===== src/rtl/mem_request_arbiter.sv =====
// Round-robin arbiter sharing one MemoryController between the I-fetch miss path and the LSU.
// Optional abandon-on-timeout in WAIT is compiled in with `define ARB_TIMEOUT_EN.
module mem_request_arbiter #(
  parameter int addressSize   = 64,
  parameter int blockSize     = 256,
  parameter int timeoutCycles = 1024,
  parameter int timeoutWidth  = 10
) (
  input  logic                   clock_i,
  input  logic                   reset_i,
  input  logic                   flush_i,
  input  logic                   iReq_i,
  input  logic [addressSize-1:0] iAddress_i,
  output logic                   iAck_o,
  output logic                   iBlockValid_o,
  input  logic                   dReq_i,
  input  logic [addressSize-1:0] dAddress_i,
  input  logic [blockSize-1:0]   dData_i,
  input  logic                   dIsWrite_i,
  output logic                   dAck_o,
  output logic                   dBlockValid_o,
  output logic [blockSize-1:0]   block_o,
  output logic [addressSize-1:0] blockAddress_o,
  output logic [addressSize-1:0] mcAddress_o,
  output logic [blockSize-1:0]   mcData_o,
  output logic                   mcRequestEnable_o,
  output logic                   mcIsMemWrite_o,
  input  logic [blockSize-1:0]   mcBlock_i,
  input  logic [addressSize-1:0] mcBlockAddress_i,
  input  logic                   mcBlockOutEnable_i,
  input  logic                   mcIsMemoryEngaged_i,
  output logic                   busy_o,
  output logic                   grantIsData_o,
  output logic                   timeout_o
);

  typedef enum logic [1:0] {
    IDLE  = 2'd0,
    ISSUE = 2'd1,
    WAIT  = 2'd2
  } state_t;

  state_t state_reg;
  logic   last_served_d_reg;  // 1 when D owned the most recently completed grant
  logic   flushed_reg;

`ifdef ARB_TIMEOUT_EN
  localparam logic [timeoutWidth-1:0] term_count = timeoutWidth'(timeoutCycles - 1);
  logic [timeoutWidth-1:0] wait_count_reg;
`else
  localparam logic timeout_cfg_unused = ((64'd1 << timeoutWidth) >= 64'(timeoutCycles));
`endif

  // On a tie the requester that was not served last wins.
  logic pick_d;
  logic flush_hit;
  assign pick_d    = dReq_i & (~iReq_i | ~last_served_d_reg);
  assign flush_hit = flush_i & ~grantIsData_o;

  always_ff @(posedge clock_i or negedge reset_i) begin
    if (!reset_i) begin
      state_reg         <= IDLE;
      last_served_d_reg <= 1'b0;
      flushed_reg       <= 1'b0;
      iAck_o            <= 1'b0;
      dAck_o            <= 1'b0;
      iBlockValid_o     <= 1'b0;
      dBlockValid_o     <= 1'b0;
      block_o           <= '0;
      blockAddress_o    <= '0;
      mcAddress_o       <= '0;
      mcData_o          <= '0;
      mcRequestEnable_o <= 1'b0;
      mcIsMemWrite_o    <= 1'b0;
      busy_o            <= 1'b0;
      grantIsData_o     <= 1'b0;
      timeout_o         <= 1'b0;
`ifdef ARB_TIMEOUT_EN
      wait_count_reg    <= '0;
`endif
    end else begin
      iAck_o            <= 1'b0;
      dAck_o            <= 1'b0;
      iBlockValid_o     <= 1'b0;
      dBlockValid_o     <= 1'b0;
      mcRequestEnable_o <= 1'b0;
      timeout_o         <= 1'b0;

      case (state_reg)
        IDLE: begin
          flushed_reg <= 1'b0;
          if ((iReq_i | dReq_i) && !mcIsMemoryEngaged_i) begin
            state_reg         <= ISSUE;
            busy_o            <= 1'b1;
            grantIsData_o     <= pick_d;
            mcAddress_o       <= pick_d ? dAddress_i : iAddress_i;
            mcData_o          <= pick_d ? dData_i : '0;
            mcIsMemWrite_o    <= pick_d & dIsWrite_i;
            mcRequestEnable_o <= 1'b1;
            iAck_o            <= ~pick_d;
            dAck_o            <= pick_d;
          end
        end

        ISSUE: begin
          state_reg <= WAIT;
          if (flush_hit) flushed_reg <= 1'b1;
`ifdef ARB_TIMEOUT_EN
          wait_count_reg <= '0;
`endif
        end

        WAIT: begin
          if (mcBlockOutEnable_i) begin
            block_o           <= mcBlock_i;
            blockAddress_o    <= mcBlockAddress_i;
            dBlockValid_o     <= grantIsData_o;
            // A flush seen at any point of an I grant, including this edge, drops the return.
            iBlockValid_o     <= ~grantIsData_o & ~flushed_reg & ~flush_i;
            last_served_d_reg <= grantIsData_o;
            state_reg         <= IDLE;
            busy_o            <= 1'b0;
            flushed_reg       <= 1'b0;
          end else begin
            if (flush_hit) flushed_reg <= 1'b1;
`ifdef ARB_TIMEOUT_EN
            if (wait_count_reg == term_count) begin
              timeout_o   <= 1'b1;
              state_reg   <= IDLE;
              busy_o      <= 1'b0;
              flushed_reg <= 1'b0;
            end else begin
              wait_count_reg <= wait_count_reg + 1'b1;
            end
`endif
          end
        end

        default: begin
          state_reg <= IDLE;
          busy_o    <= 1'b0;
        end
      endcase
    end
  end

endmodule

===== config.mk =====
export PLATFORM = sky130hd
export DESIGN_NAME = mem_request_arbiter
export DESIGN_NICKNAME = d
export VERILOG_FILES = /design/src/rtl/mem_request_arbiter.sv
export SDC_FILE = /design/constraint.sdc
export NUM_CORES = 1
export LEC_CHECK = 0
export CORE_AREA = 5 5 527 529
export DETAILED_ROUTE_END_ITERATION = 8
export DIE_AREA = 0 0 532 534
export SETUP_SLACK_MARGIN = 0.02
export SLEW_MARGIN = 5
export SYNTH_ARGS = -nofsm -noshare
export SYNTH_HDL_FRONTEND = slang
export SYNTH_SLANG_ARGS = --single-unit

===== constraint.sdc =====
create_clock -name clock_i -period 2 [get_ports clock_i]
set_input_delay 0.5 -clock clock_i [delete_from_list [all_inputs] [get_ports clock_i]]
set_output_delay 0.5 -clock clock_i [all_outputs]
set_load 0.005 [all_outputs]

After elaboration in Yosys (flattened, before gate mapping)
Index checks and enable logic that the tools add are counted.
{ "word_totals": {"reg_bits": 652, "inputBits": 712, "out_inout_bits": 649, "elab_cells": 62} }
{ "op_classes": {"n_eq_ne": 4, "muxes": 21, "bitwise_logic": 14, "n_reduce_logical": 8} }
{ "ops": {"columns": ["operator", "n"], "rows": [
  ["$mux 256", 1],
  ["$mux 64", 1],
  ["$mux 1", 14],
  ["$not 1->1", 7],
  ["$pmux 1 s3", 2],
  ["$pmux 2 s3", 1],
  ["$reduce_and 2->1", 3],
  ["$and 1x1->1", 5],
  ["$mux 2", 2],
  ["$ne 2x2->1 const B", 2],
  ["$reduce_and 3->1", 1],
  ["$reduce_bool 3->1", 1],
  ["$eq 2x1->1 const B", 1],
  ["$eq 2x2->1 const B", 1],
  ["$logic_not 2->1", 1],
  ["$or 1x1->1", 2],
  ["$logic_and 1x1->1", 1],
  ["$logic_not 1->1", 1]
]} }

Logic depth before layout (Yosys ltp)
{ "logic_depth": {"ltp_word": 6, "depth_mapped": 8, "mapped_depth_nobuf": 5} }

Worst setup path before layout
Ideal clock, no wire load.
{ "synth_path": {"path_kind": "register -> register", "from": "register state_reg[0]", "to": "register mcAddress_o[31]", "setup_ns": 0.126, "t_arrival_ns": 1.609, "required_ns": 1.874, "slack_ns": 0.265, "stages_incl_launch_ff": 9, "path_buffers": 3, "period_less_slack_ns": 1.735, "path_cell_list": "dfrtp_1 -> inv_1 -> ha_1 -> nor2b_4 -> and3_1 -> buf_4 -> buf_6 -> buf_6 -> a221o_1"} }
{ "synth_between": {"elab_chain_cells": 2} }
{ "synth_rtl": {"columns": ["item", "line", "text"], "rows": [
  ["start: declaration", "43", "state_t state_reg;"],
  ["start signal: assignment", "62", "state_reg <= IDLE;"],
  ["start signal: assignment", "93", "state_reg <= ISSUE;"],
  ["start signal: assignment", "106", "state_reg <= WAIT;"],
  ["$logic_not 2->1", "89", "case (state_reg)"],
  ["$reduce_and 2->1 (no source line)", null, null],
  ["end signal: assignment", "96", "mcAddress_o <= pick_d ? dAddress_i : iAddress_i;"],
  ["end: declaration", "24", "output logic [addressSize-1:0] mcAddress_o,"]
]} }
No other way between the ends.
A chain may end at the register's enable or synchronous reset.

Final worst setup path
{ "layout_path": {"from": "register state_reg[1]", "to": "register mcData_o[184]"} }
{ "layout_between": {"elab_chain_cells": 2} }
{ "layout_rtl": {"columns": ["item", "line", "text"], "rows": [
  ["$logic_not 2->1", "89", null],
  ["$reduce_and 2->1 (no source line)", null, null],
  ["end signal: assignment", "97", "mcData_o <= pick_d ? dData_i : '0;"],
  ["end: declaration", "25", "output logic [blockSize-1:0] mcData_o,"]
]} }
No other way between the ends.

==> out/results.tsv <==
stage	metric	value	unit
sta	Max-slew headroom	0.4790	
floorplanning	num rows	192	
worst_setup_path	Setup crit start	state_reg[1]	
global_route	antenna violations before repair	296	
routing	vias per inst	3.196	
sta	# setup viols final	0	
yosys	area fraction of the dominant cell type after synthesis	0.6778	
min_path	worst min path class	primary input to register	
routing	Routed WL per cell	33.03	um
sta	skew final	0.04245	ns
floorplanning	die width	532	um
floorplanning	Top-Level Pins	1361	
sta	number of max-slew violations in the final report	0	
worst_setup_path	CP cell instances	inv_2 > ha_2 > nor2b_4 > o21ai_4 > buf_12 > buf_12 > buf_12 > a22o_1	
sta	Worst-Margin Slew	0.7815	ns
cts	# H-tree levels	3	
routing	first-iteration detailed-routing DRC count	1026	
yosys	top cells by count, synth	652 x dfrtp_1, 321 x mux2_2, 257 x a22o_1, 92 x buf_2, 66 x and3_1	
power_and_ir_drop	Comb power frac	0.415	
cts	latest clock arrival within the worst-skew pair	0.79	ns
routing	DR DRC count	0	
yosys	ys flop type	dfrtp_1	
worst_setup_path	Bufs and invs on worst path	4	
global_route	GRT Util Overall	0.1501	
power_and_ir_drop	Power Density	1521	mW/mm^2
yosys	ys async rst share	1.000	
placement	dpl ws	-0.3430	ns
min_path	hold endpoint	mcData_o[177]	
sta	fmax	0.5167	GHz
sta	final hold slack	0.3153	ns
run	MaxCap Viol Count	0	
worst_setup_path	Critical Path Source Type	register	
placement	quantity of I/O buffers inserted on ports	1359	
yosys	syn_nets	2228	
yosys	top-count cell post-synth	dfrtp_1	
sta	final hold vios	0	
yosys	YS warnings	0	
worst_setup_path	slowest cell on the critical path	dfrtp_1	
routing	routed wire length	221.9	mm
worst_setup_path	crit path capture type	register	
routing	Routed Antenna Nets	0	
global_route	via count of the first global-routing pass	22130	
worst_setup_path	Crit path required time	2.67	ns
worst_setup_path	Worst Path Arrival	2.60	ns
worst_setup_path	CP top delay family	buffers and inverters	
global_route	first-pass GRT wire length	272.7	mm
floorplanning	Die ar.	0.2841	mm^2
yosys	#FFs+latches synth	652	
cts	CTS tree	done	
power_and_ir_drop	clock network fraction of total power	0.245	
placement	DP Area	0.04291	mm^2
cts	CTS Buffer Depth	4	
sta	Tcrit/Tclk final	0.9677	
yosys	library cells used by synthesis	29	
finish	layout cell share with drive strength beyond 1	0.3762	
worst_setup_path	r2r setup slk	0.06	ns
finish	final instance area	0.04466	mm^2
yosys	synthesized area per cell	15.93	um^2
yosys	Synth Cell Area	0.02407	mm^2
min_path	hold-critical path depth	2	
min_path	worst hold start	dData_i[177]	
power_and_ir_drop	Leak	0.01948	uW
cts	TritonCTS buffer count	88	
power_and_ir_drop	sequential power share	0.341	
placement	dpl hpwl	199.0	mm
finish	NumNets Final	3724	
sta	Final min period	1.935	ns
finish	top flop regs	block_o: 256 flops, mcData_o: 256 flops	
power_and_ir_drop	worst vdd ir	0.6847	mV
cts	CTS Sinks	652	
power_and_ir_drop	Pint	42890	uW
routing	drt first pass iters	4	
sta	setup ws final	0.06468	ns
worst_setup_path	RR Startpoint	state_reg[1]	
yosys	largest area contributor in the synthesized netlist	dfrtp_1	
global_route	total gr overflow	0	
finish	Layout area overhead	85.54	%
power_and_ir_drop	overall power	67940	uW
power_and_ir_drop	Switch Pwr	25050	uW
floorplanning	initial core utilization	0.08837	
worst_setup_path	worst setup path class	register to register	
cts	root buf cell	clkbuf_16	
yosys	largest cells by area after synthesis	dfrtp_1 68%, mux2_2 15%, a22o_1 9.4%, a221o_1 2.7%, buf_2 1.9%	
placement	routability cong.	0.9356	
worst_setup_path	RR Endpoint	mcData_o[184]	
sta	RSZ-0062 raised after global routing	no	
yosys	Post-synth EDFFs	0	
floorplanning	core area	0.2724	mm^2
worst_setup_path	CP max FO	33	
yosys	Seq/Total Area, Yosys	0.6778	
status	status	completed	
routing	overall via count from detail_route	21470	
floorplanning	Die H	534	um
worst_setup_path	Top cell by count, worst path	buf_12	
worst_setup_path	FF-to-FF path depth	8	
power_and_ir_drop	Sw Share	0.3687	
yosys	gate count of the mapped netlist	1511	
worst_setup_path	max incr delay on CP	0.41	ns
global_route	largest net degree at the start of global routing	119	
cts	Clk pin slew, worst setup/hold paths	0.06	ns
==> metal layers <==
layer / global-route usage / up-vias / part of all wire
li1: - / 8786 / -
met2: 0.2203 / 1483 / 0.41
met4: 0.04519 / 268 / 0.036
met1: 0.1561 / 10360 / 0.36
met5: 0 / - / 0.0078
met3: 0.1337 / 573 / 0.18
==> placed cells by master (no fill, tap or decap), drive strengths merged, types with 17 or more instances in the layout <==
cell type        n
buf            649
clkinv          17
a22o           257
dfrtp          652
mux2           321
clkdlybuf4s15  165
a221o           64
diode           57
clkdlybuf4s50  710
and3            66
clkbuf         121
==> worst max path at each step <==
stage	to	slack (ns)	depth (start not counted)
final	mcData_o[184]	0.06	8
after global routing	mcData_o[220]	0.01	7
after CTS	mcData_o[122]	-0.01	1
after detailed placement	mcData_o[184]	-0.34	6
after global placement	mcData_o[160]	-0.27	6
after floorplan	mcAddress_o[31]	0.27	8
==> kinds of logic after synthesis <==
family | share of synthesized area
AND/OR/NAND/NOR | 0.01965
AO/OA/AOI/OAI | 0.1229
flip-flops | 0.6778
buffers and inverters | 0.02677
adder cells (fa/ha/maj) | 0.002599
multiplexers | 0.1502
other | 0.0001558
==> power by group through the flow <==
stage          combinational, uW  sequential (uW)  clock, uW
3_3_place_gp               32300            23100          0
5_1_grt                    30100            23800      17600
2_1_floorplan               7790            22900          0
3_5_place_dp               32500            23300          0
4_1_cts                    29300            23100      17300
6_report                   28200            23100      16600
==> timing repair <==
item / CTS / global route
setup buffers: 49 / 1
hold endpoints to repair: 384 / 0
setup endpoints to repair: 634 / 47
pin swaps: 1 / 0
gates resized for setup: 2530 / 4
hold buffers: 1 / 0
==> through the flow <==
stage          setup TNS (ns)  instances    util
3_3_place_gp          -109.29       6456  0.1575
4_1_cts              -0.01723       6662  0.1634
2_1_floorplan               0       1511       -
5_1_grt                     0       6680  0.1636
3_5_place_dp          -128.67       6456  0.1575
6_report                    0       6719  0.1640
==> area by class of cell <==
class                           count  area (um^2)
Fill cell                       30080       227800
Sequential cell                   652        16320
Timing Repair Buffer             1528        13520
Multi-Input combinational cell    733         7143
Tap cell                         3589         4491
Clock buffer                      120         2542
Clock inverter                     36        494.2
Antenna cell                       57        142.6
Inverter                            4        15.01
Note: power is estimated with default switching activity, not from simulation.
